File: config.mk
export PLATFORM = sky130hd
export DESIGN_NAME = branch_unit_flat
export DESIGN_NICKNAME = d
export VERILOG_FILES = /design/src/rtl/branch_unit_if.sv /design/src/rtl/branch_unit.sv /design/src/flat_wrapper.sv
export SDC_FILE = /design/constraint.sdc
export NUM_CORES = 1
export LEC_CHECK = 0
export ABC_AREA = 1
export ABC_CLOCK_PERIOD_IN_PS = 1600
export CAP_MARGIN = 25
export CORE_MARGIN = 2
export CORE_UTILIZATION = 30
export DETAILED_ROUTE_END_ITERATION = 10
export GPL_ROUTABILITY_DRIVEN = 0
export SETUP_SLACK_MARGIN = 0.2
export SLEW_MARGIN = 10
export SYNTH_ARGS = -nofsm -noshare
export SYNTH_HDL_FRONTEND = slang
export SYNTH_SLANG_ARGS = --single-unit
File: constraint.sdc
create_clock -name CLK -period 1.6 [get_ports CLK]
set_clock_uncertainty 0.15 [all_clocks]
set_input_delay 0.24 -clock CLK [delete_from_list [all_inputs] [get_ports CLK]]
set_output_delay 0.24 -clock CLK [all_outputs]
set_load 0.02 [all_outputs]
File: src/rtl/branch_unit_if.sv
// Request/result bundle between the CPU control FSM, the branch resolver and the pc load port.
interface branch_unit_if;
  logic       START;
  logic [7:0] OPCODE;
  logic [7:0] OFFSET;
  logic [15:0] PC_IN;
  logic [3:0] FLAGS;
  logic       BUSY;
  logic       DONE;
  logic       TAKEN;
  logic       ILLEGAL;
  logic [7:0] LO;
  logic [7:0] HI;
  logic       WR;

  modport master (
    output START, OPCODE, OFFSET, PC_IN, FLAGS,
    input  BUSY, DONE, TAKEN, ILLEGAL, LO, HI, WR
  );

  modport slave (
    input  START, OPCODE, OFFSET, PC_IN, FLAGS,
    output BUSY, DONE, TAKEN, ILLEGAL, LO, HI, WR
  );
endinterface

File: src/rtl/branch_unit.sv
// Relative-branch resolver: evaluates the condition against P and forms the
// 16-bit target with 6502-style page-cross timing, strobing the pc load port.
module branch_unit #(
  parameter int unsigned FLAG_N = 3,
  parameter int unsigned FLAG_V = 2,
  parameter int unsigned FLAG_Z = 1,
  parameter int unsigned FLAG_C = 0
) (
  input logic         CLK,
  input logic         R,
  branch_unit_if.slave bus
);

  typedef enum logic [1:0] {S_IDLE, S_ADD, S_FIX, S_DONE} state_e;

  state_e      state_q;
  logic [15:0] pc_q;
  logic [7:0]  off_q;
  logic [7:0]  lo_q;
  logic [7:0]  hi_q;
  logic        busy_q;
  logic        done_q;
  logic        taken_q;
  logic        illegal_q;
  logic        wr_q;

  logic        legal_c;
  logic        flag_c;
  logic        cond_c;
  logic [8:0]  sum9_c;
  logic        cross_c;

  // Opcode decode and condition evaluation on the live request inputs.
  always_comb begin
    legal_c = (bus.OPCODE[4:0] == 5'b10000);
    flag_c  = 1'b0;
    case (bus.OPCODE[7:6])
      2'b00:   flag_c = bus.FLAGS[FLAG_N];
      2'b01:   flag_c = bus.FLAGS[FLAG_V];
      2'b10:   flag_c = bus.FLAGS[FLAG_C];
      default: flag_c = bus.FLAGS[FLAG_Z];
    endcase
    cond_c = legal_c && (flag_c == bus.OPCODE[5]);
  end

  // Low-byte add; a carry out disagreeing with the offset sign means the page changed.
  assign sum9_c  = {1'b0, pc_q[7:0]} + {1'b0, off_q};
  assign cross_c = sum9_c[8] ^ off_q[7];

  always_ff @(posedge CLK) begin
    if (R) begin
      state_q   <= S_IDLE;
      pc_q      <= 16'h0000;
      off_q     <= 8'h00;
      lo_q      <= 8'h00;
      hi_q      <= 8'h00;
      busy_q    <= 1'b0;
      done_q    <= 1'b0;
      taken_q   <= 1'b0;
      illegal_q <= 1'b0;
      wr_q      <= 1'b0;
    end else begin
      done_q <= 1'b0;
      wr_q   <= 1'b0;
      case (state_q)
        S_IDLE: begin
          if (bus.START) begin
            pc_q      <= bus.PC_IN;
            off_q     <= bus.OFFSET;
            lo_q      <= bus.PC_IN[7:0];
            hi_q      <= bus.PC_IN[15:8];
            illegal_q <= !legal_c;
            taken_q   <= cond_c;
            busy_q    <= 1'b1;
            if (cond_c) begin
              state_q <= S_ADD;
            end else begin
              state_q <= S_DONE;
              done_q  <= 1'b1;
            end
          end
        end
        S_ADD: begin
          lo_q <= sum9_c[7:0];
          hi_q <= pc_q[15:8];
          if (cross_c) begin
            state_q <= S_FIX;
          end else begin
            state_q <= S_DONE;
            done_q  <= 1'b1;
            wr_q    <= taken_q;
          end
        end
        S_FIX: begin
          hi_q    <= off_q[7] ? pc_q[15:8] - 8'd1 : pc_q[15:8] + 8'd1;
          state_q <= S_DONE;
          done_q  <= 1'b1;
          wr_q    <= taken_q;
        end
        S_DONE: begin
          busy_q  <= 1'b0;
          state_q <= S_IDLE;
        end
        default: begin
          busy_q  <= 1'b0;
          state_q <= S_IDLE;
        end
      endcase
    end
  end

  assign bus.BUSY    = busy_q;
  assign bus.DONE    = done_q;
  assign bus.TAKEN   = taken_q;
  assign bus.ILLEGAL = illegal_q;
  assign bus.LO      = lo_q;
  assign bus.HI      = hi_q;
  assign bus.WR      = wr_q;

endmodule

File: src/flat_wrapper.sv
// flat-port wrapper written by rule: the top's interface ports become plain ports
module branch_unit_flat 
#(
  parameter int unsigned FLAG_N = 3,
  parameter int unsigned FLAG_V = 2,
  parameter int unsigned FLAG_Z = 1,
  parameter int unsigned FLAG_C = 0
)
  (CLK, R, bus_START, bus_OPCODE, bus_OFFSET, bus_PC_IN, bus_FLAGS, bus_BUSY, bus_DONE, bus_TAKEN, bus_ILLEGAL, bus_LO, bus_HI, bus_WR);
  branch_unit_if bus_i ();
  input logic CLK;
  input logic R;
  input wire logic [$bits(bus_i.START)-1:0] bus_START;
  input wire logic [$bits(bus_i.OPCODE)-1:0] bus_OPCODE;
  input wire logic [$bits(bus_i.OFFSET)-1:0] bus_OFFSET;
  input wire logic [$bits(bus_i.PC_IN)-1:0] bus_PC_IN;
  input wire logic [$bits(bus_i.FLAGS)-1:0] bus_FLAGS;
  output wire logic [$bits(bus_i.BUSY)-1:0] bus_BUSY;
  output wire logic [$bits(bus_i.DONE)-1:0] bus_DONE;
  output wire logic [$bits(bus_i.TAKEN)-1:0] bus_TAKEN;
  output wire logic [$bits(bus_i.ILLEGAL)-1:0] bus_ILLEGAL;
  output wire logic [$bits(bus_i.LO)-1:0] bus_LO;
  output wire logic [$bits(bus_i.HI)-1:0] bus_HI;
  output wire logic [$bits(bus_i.WR)-1:0] bus_WR;
  assign bus_i.START = bus_START;
  assign bus_i.OPCODE = bus_OPCODE;
  assign bus_i.OFFSET = bus_OFFSET;
  assign bus_i.PC_IN = bus_PC_IN;
  assign bus_i.FLAGS = bus_FLAGS;
  assign bus_BUSY = bus_i.BUSY;
  assign bus_DONE = bus_i.DONE;
  assign bus_TAKEN = bus_i.TAKEN;
  assign bus_ILLEGAL = bus_i.ILLEGAL;
  assign bus_LO = bus_i.LO;
  assign bus_HI = bus_i.HI;
  assign bus_WR = bus_i.WR;
  branch_unit #(.FLAG_N(FLAG_N), .FLAG_V(FLAG_V), .FLAG_Z(FLAG_Z), .FLAG_C(FLAG_C)) u_core (.CLK(CLK), .R(R), .bus(bus_i));
endmodule
==> metrics.md <==
| Metric | Value |
|---|---|
| Status | `finished with violations` |
| Failing checks | `setup timing` |
| Switch Pwr | `0.00354 W` |
| Core Rows | `34` |
| Root Buffer | `clkbuf_8` |
| Setup violators final | `10` |
| Worst vdd ir | `0.000741 V` |
| Fill cells | `828` |
| Number of global-route vias before repair | `2842` |
| Area grow syn2layout | `65.9%` |
| Clock Pin Slew Worst Setup and Hold Paths | `100 ps` |
| Detailed Routing Iterations Pass 1 | `4` |
| Die X | `98.2 microns` |
| Hpwl dp | `5.69 mm` |
| WL per Instance | `14.4 microns` |
| Placement Cell Area | `3700 sq um` |
| Overflow after GRT | `0` |
| Final Net Count | `534` |
| Synth top area cells | `dfxtp_1 (35%), nand2_1 (9.3%), o21ai_0 (9.2%)` |
| Largest net degree at the start of global routing | `40` |
| CTS Buf Count | `5` |
| R2R setup slack | `-170 ps` |
| Design area | `4410 sq um` |
| Worst Slack Setup Final | `-174 ps` |
| H-Tree Depth | `2` |
| Final number of hold-violating endpoints | `0` |
| # IOs | `60` |
| Combinational Power Share | `63.4%` |
| Initial antenna violation count | `0` |
| Multi-input gate area | `2010 sq um` |
| First-pass GRT wire length | `13.1 mm` |
| Critical path origin | `u_core.off_q[7]` |
| Hold path depth | `2` |
| Setup Crit Path Kind | `reg -> reg` |
| Fin crit share | `111%` |
| CP required | `1700 ps` |
| Hold Crit Class | `reg -> reg` |
| Power density cells | `1790 nW/um^2` |
| Largest area contributor in the netlist | `dfxtp_1` |
| Least-Margin Pin Slew | `328 ps` |
| CP endpoint | `u_core.bus.HI[6]` |
| Post-route ant nets | `0` |
| Die area | `9640 sq um` |
| FF-to-FF path depth | `10` |
| Port buffer count | `59` |
| Maximum Capacitance Violations | `0` |
| Power share of the clock group | `10.8%` |
| FMAX | `0.564 GHz` |
| Final min period | `1770 ps` |
| Cell Int Power | `0.00438 W` |
| DR vias/cell | `4.97` |
| Initial Util | `30.7%` |
| Die Height | `98.2 microns` |
| Hold-fix buffers at CTS | `0` |
| Fin cells | `584` |
| Setup_tns | `-873 ps` |
| Slew Limit Fails | `0` |
| Async set or reset register ratio after synthesis | `0%` |
| Synth warnings | `0` |
| RSZ-0062 raised after global routing | `true` |
| Synth cell count leaders | `nand2_1 (66), nor2_1 (56), o21ai_0 (49)` |
| Syn Nets | `436` |
| Cell count after synthesis | `377` |
| Total wire length | `8.43 mm` |
| Vias | `2904` |
| DRC violation count after routing | `0` |
| Net Sw Frac | `44.7%` |
| Overall Power | `0.00792 W` |
| Startpoint type of the worst setup path | `flip-flop` |
| Number of synthesized flops with an enable pin | `0` |
| 1st-iter DRT viols | `96` |
| Share of cells above drive strength 1 | `36.3%` |
| Sequential power share | `25.8%` |
| Most used DFF post-synth | `dfxtp_1` |
| Most frequent cell after synthesis | `nand2_1` |
| Core area | `8680 sq um` |
| Reg-to-Reg Start | `u_core.off_q[7]` |
| Reg2Reg Capture Point | `u_core.bus.HI[6]` |
| Worst-path maximum fanout | `6` |
| Cell Area, Synth | `2660 sq um` |
| Mapped Avg Cell Area | `7.06 sq um` |
| Placed cell count | `560` |
| WP data arrival | `1870 ps` |
| CTS max path bufs | `2` |
| Slew Limit Headroom | `78.1%` |
| Top-area cell type share of the netlist area | `35.4%` |
| Register area share after synthesis | `35.4%` |
| CTS tree | `built` |
| LEAKAGE | `1.85 nW` |
| Critical path capture point type | `flip-flop` |
| Yosys cell types | `32` |
| CTS Sinks | `47` |
| Gr usage total | `16.7%` |
| Yosys reg bits | `47` |
| Area occupied by registers | `975 sq um` |
| Clk_lat worst skew | `310 ps` |
| Antenna cells | `0` |
layout make-up:
class	count	area share [%]
Sequential cell	47	22.1
Timing Repair inverter	1	0.255
Multi-Input combinational cell	285	45.6
Timing Repair Buffer	104	23.1
Tap cell	108	3.06
Clock inverter	2	0.312
Inverter	31	3.46
Clock buffer	6	2.13
flip-flops by register name (all words and copies together), names as in the netlist:
name                count
u_core.pc_q            16
u_core.bus.HI           8
u_core.bus.LO           8
u_core.off_q            8
u_core.state_q          2
u_core.bus.BUSY         1
u_core.bus.DONE         1
u_core.bus.ILLEGAL      1
u_core.bus.TAKEN        1
u_core.bus.WR           1
placed cells by master (no fill, tap or decap), types with 3 or more instances in the layout:
| cell type | netlist | routed |
|---|---|---|
| clkbuf_2 | 1 | 5 |
| buf_4 | 2 | 30 |
| buf_6 | 1 | 7 |
| nor2_2 | 1 | 12 |
| ha_1 | 18 | 4 |
| clkbuf_8 | 0 | 5 |
| nor2_4 | 1 | 10 |
| nor2_1 | 56 | 36 |
| o21ai_0 | 49 | 19 |
| inv_4 | 3 | 5 |
| a21oi_2 | 2 | 11 |
| nand3_1 | 22 | 12 |
| dfxtp_1 | 47 | 30 |
| nand3_2 | 0 | 8 |
| o21ai_2 | 0 | 5 |
| clkdlybuf4s15_1 | 0 | 12 |
| a31oi_1 | 4 | 3 |
| nand3b_1 | 4 | 4 |
| clkdlybuf4s50_1 | 0 | 37 |
| dfxtp_4 | 0 | 5 |
| a21oi_1 | 44 | 33 |
| inv_2 | 2 | 3 |
| nand2_2 | 2 | 12 |
| dlygate4sd2_1 | 0 | 3 |
| o21ai_1 | 1 | 25 |
| inv_1 | 26 | 21 |
| nand2_1 | 66 | 53 |
| ha_4 | 0 | 14 |
| buf_12 | 0 | 6 |
| dfxtp_2 | 0 | 12 |
| nand4_1 | 4 | 4 |
how the worst min path moves through the flow:
stage	from	end	slack, ps
after detailed placement	u_core.bus.HI[7]	u_core.bus.HI[7]	310
final	u_core.bus.HI[7]	u_core.bus.HI[7]	320
after global routing	u_core.bus.HI[6]	u_core.bus.HI[6]	340
after CTS	u_core.bus.HI[7]	u_core.bus.HI[7]	320
after global placement	u_core.bus.LO[6]	u_core.bus.LO[6]	310
after floorplan	bus_PC_IN[13]	u_core.pc_q[13]	240
critical path, cell delays in order, from the launching register on:
cell and delay (ps):
dfxtp_4 390, buf_4 150, ha_4 320, nand2_2 90
nand2_2 90, nand3b_1 100, nand3b_1 110, nand3_2 80
nand2_1 60, nand2_1 60, a21oi_2 110
stage by stage:
step | util, % | setup slack, ps | hold slack [ps]
2_1_floorplan | - | 0.991 | 238
3_3_place_gp | 42.7 | -147 | 313
3_5_place_dp | 42.7 | -195 | 313
4_1_cts | 46.7 | -102 | 324
5_1_grt | 50.8 | -243 | 344
6_report | 50.8 | -174 | 320
power groups by stage:
stage	Sequential, W	Combinational, W	Clock, W
floorplan	0.00214	0.00231	0
global placement	0.00195	0.00388	0
detailed placement	0.00196	0.00394	0
CTS	0.00199	0.00427	0.000874
global route	0.00210	0.00548	0.000909
finish	0.00204	0.00502	0.000857
kinds of logic (layout without fill, tap and decap cells):
kind of cell / after synthesis / in the layout / share of synthesized area, %
compound gates: 104 / 104 / 20.8
xor+xnor: 1 / 1 / 0.329
fa+ha+maj: 20 / 20 / 9.97
buf+inv: 45 / 144 / 7.53
flops: 47 / 47 / 35.4
simple gates: 160 / 160 / 26.0
metal layers:
metal	part of all wire, %	track usage, %	routed length, microns	up-vias
li1	-	-	-	1460
met1	43	20.4	3650	1348
met5	0	0	0	-
met3	4.1	2.72	348	18
met2	50	29.3	4240	78
met4	2.2	6.43	185	0
what timing repair did:
item | CTS | global route
setup buffers | 7 | 8
pin swaps | 23 | 41
resized for setup | 90 | 108
setup endpoints to repair | 68 | 59
gates cloned | 0 | 1
Note: power is estimated with default switching activity, not from simulation.
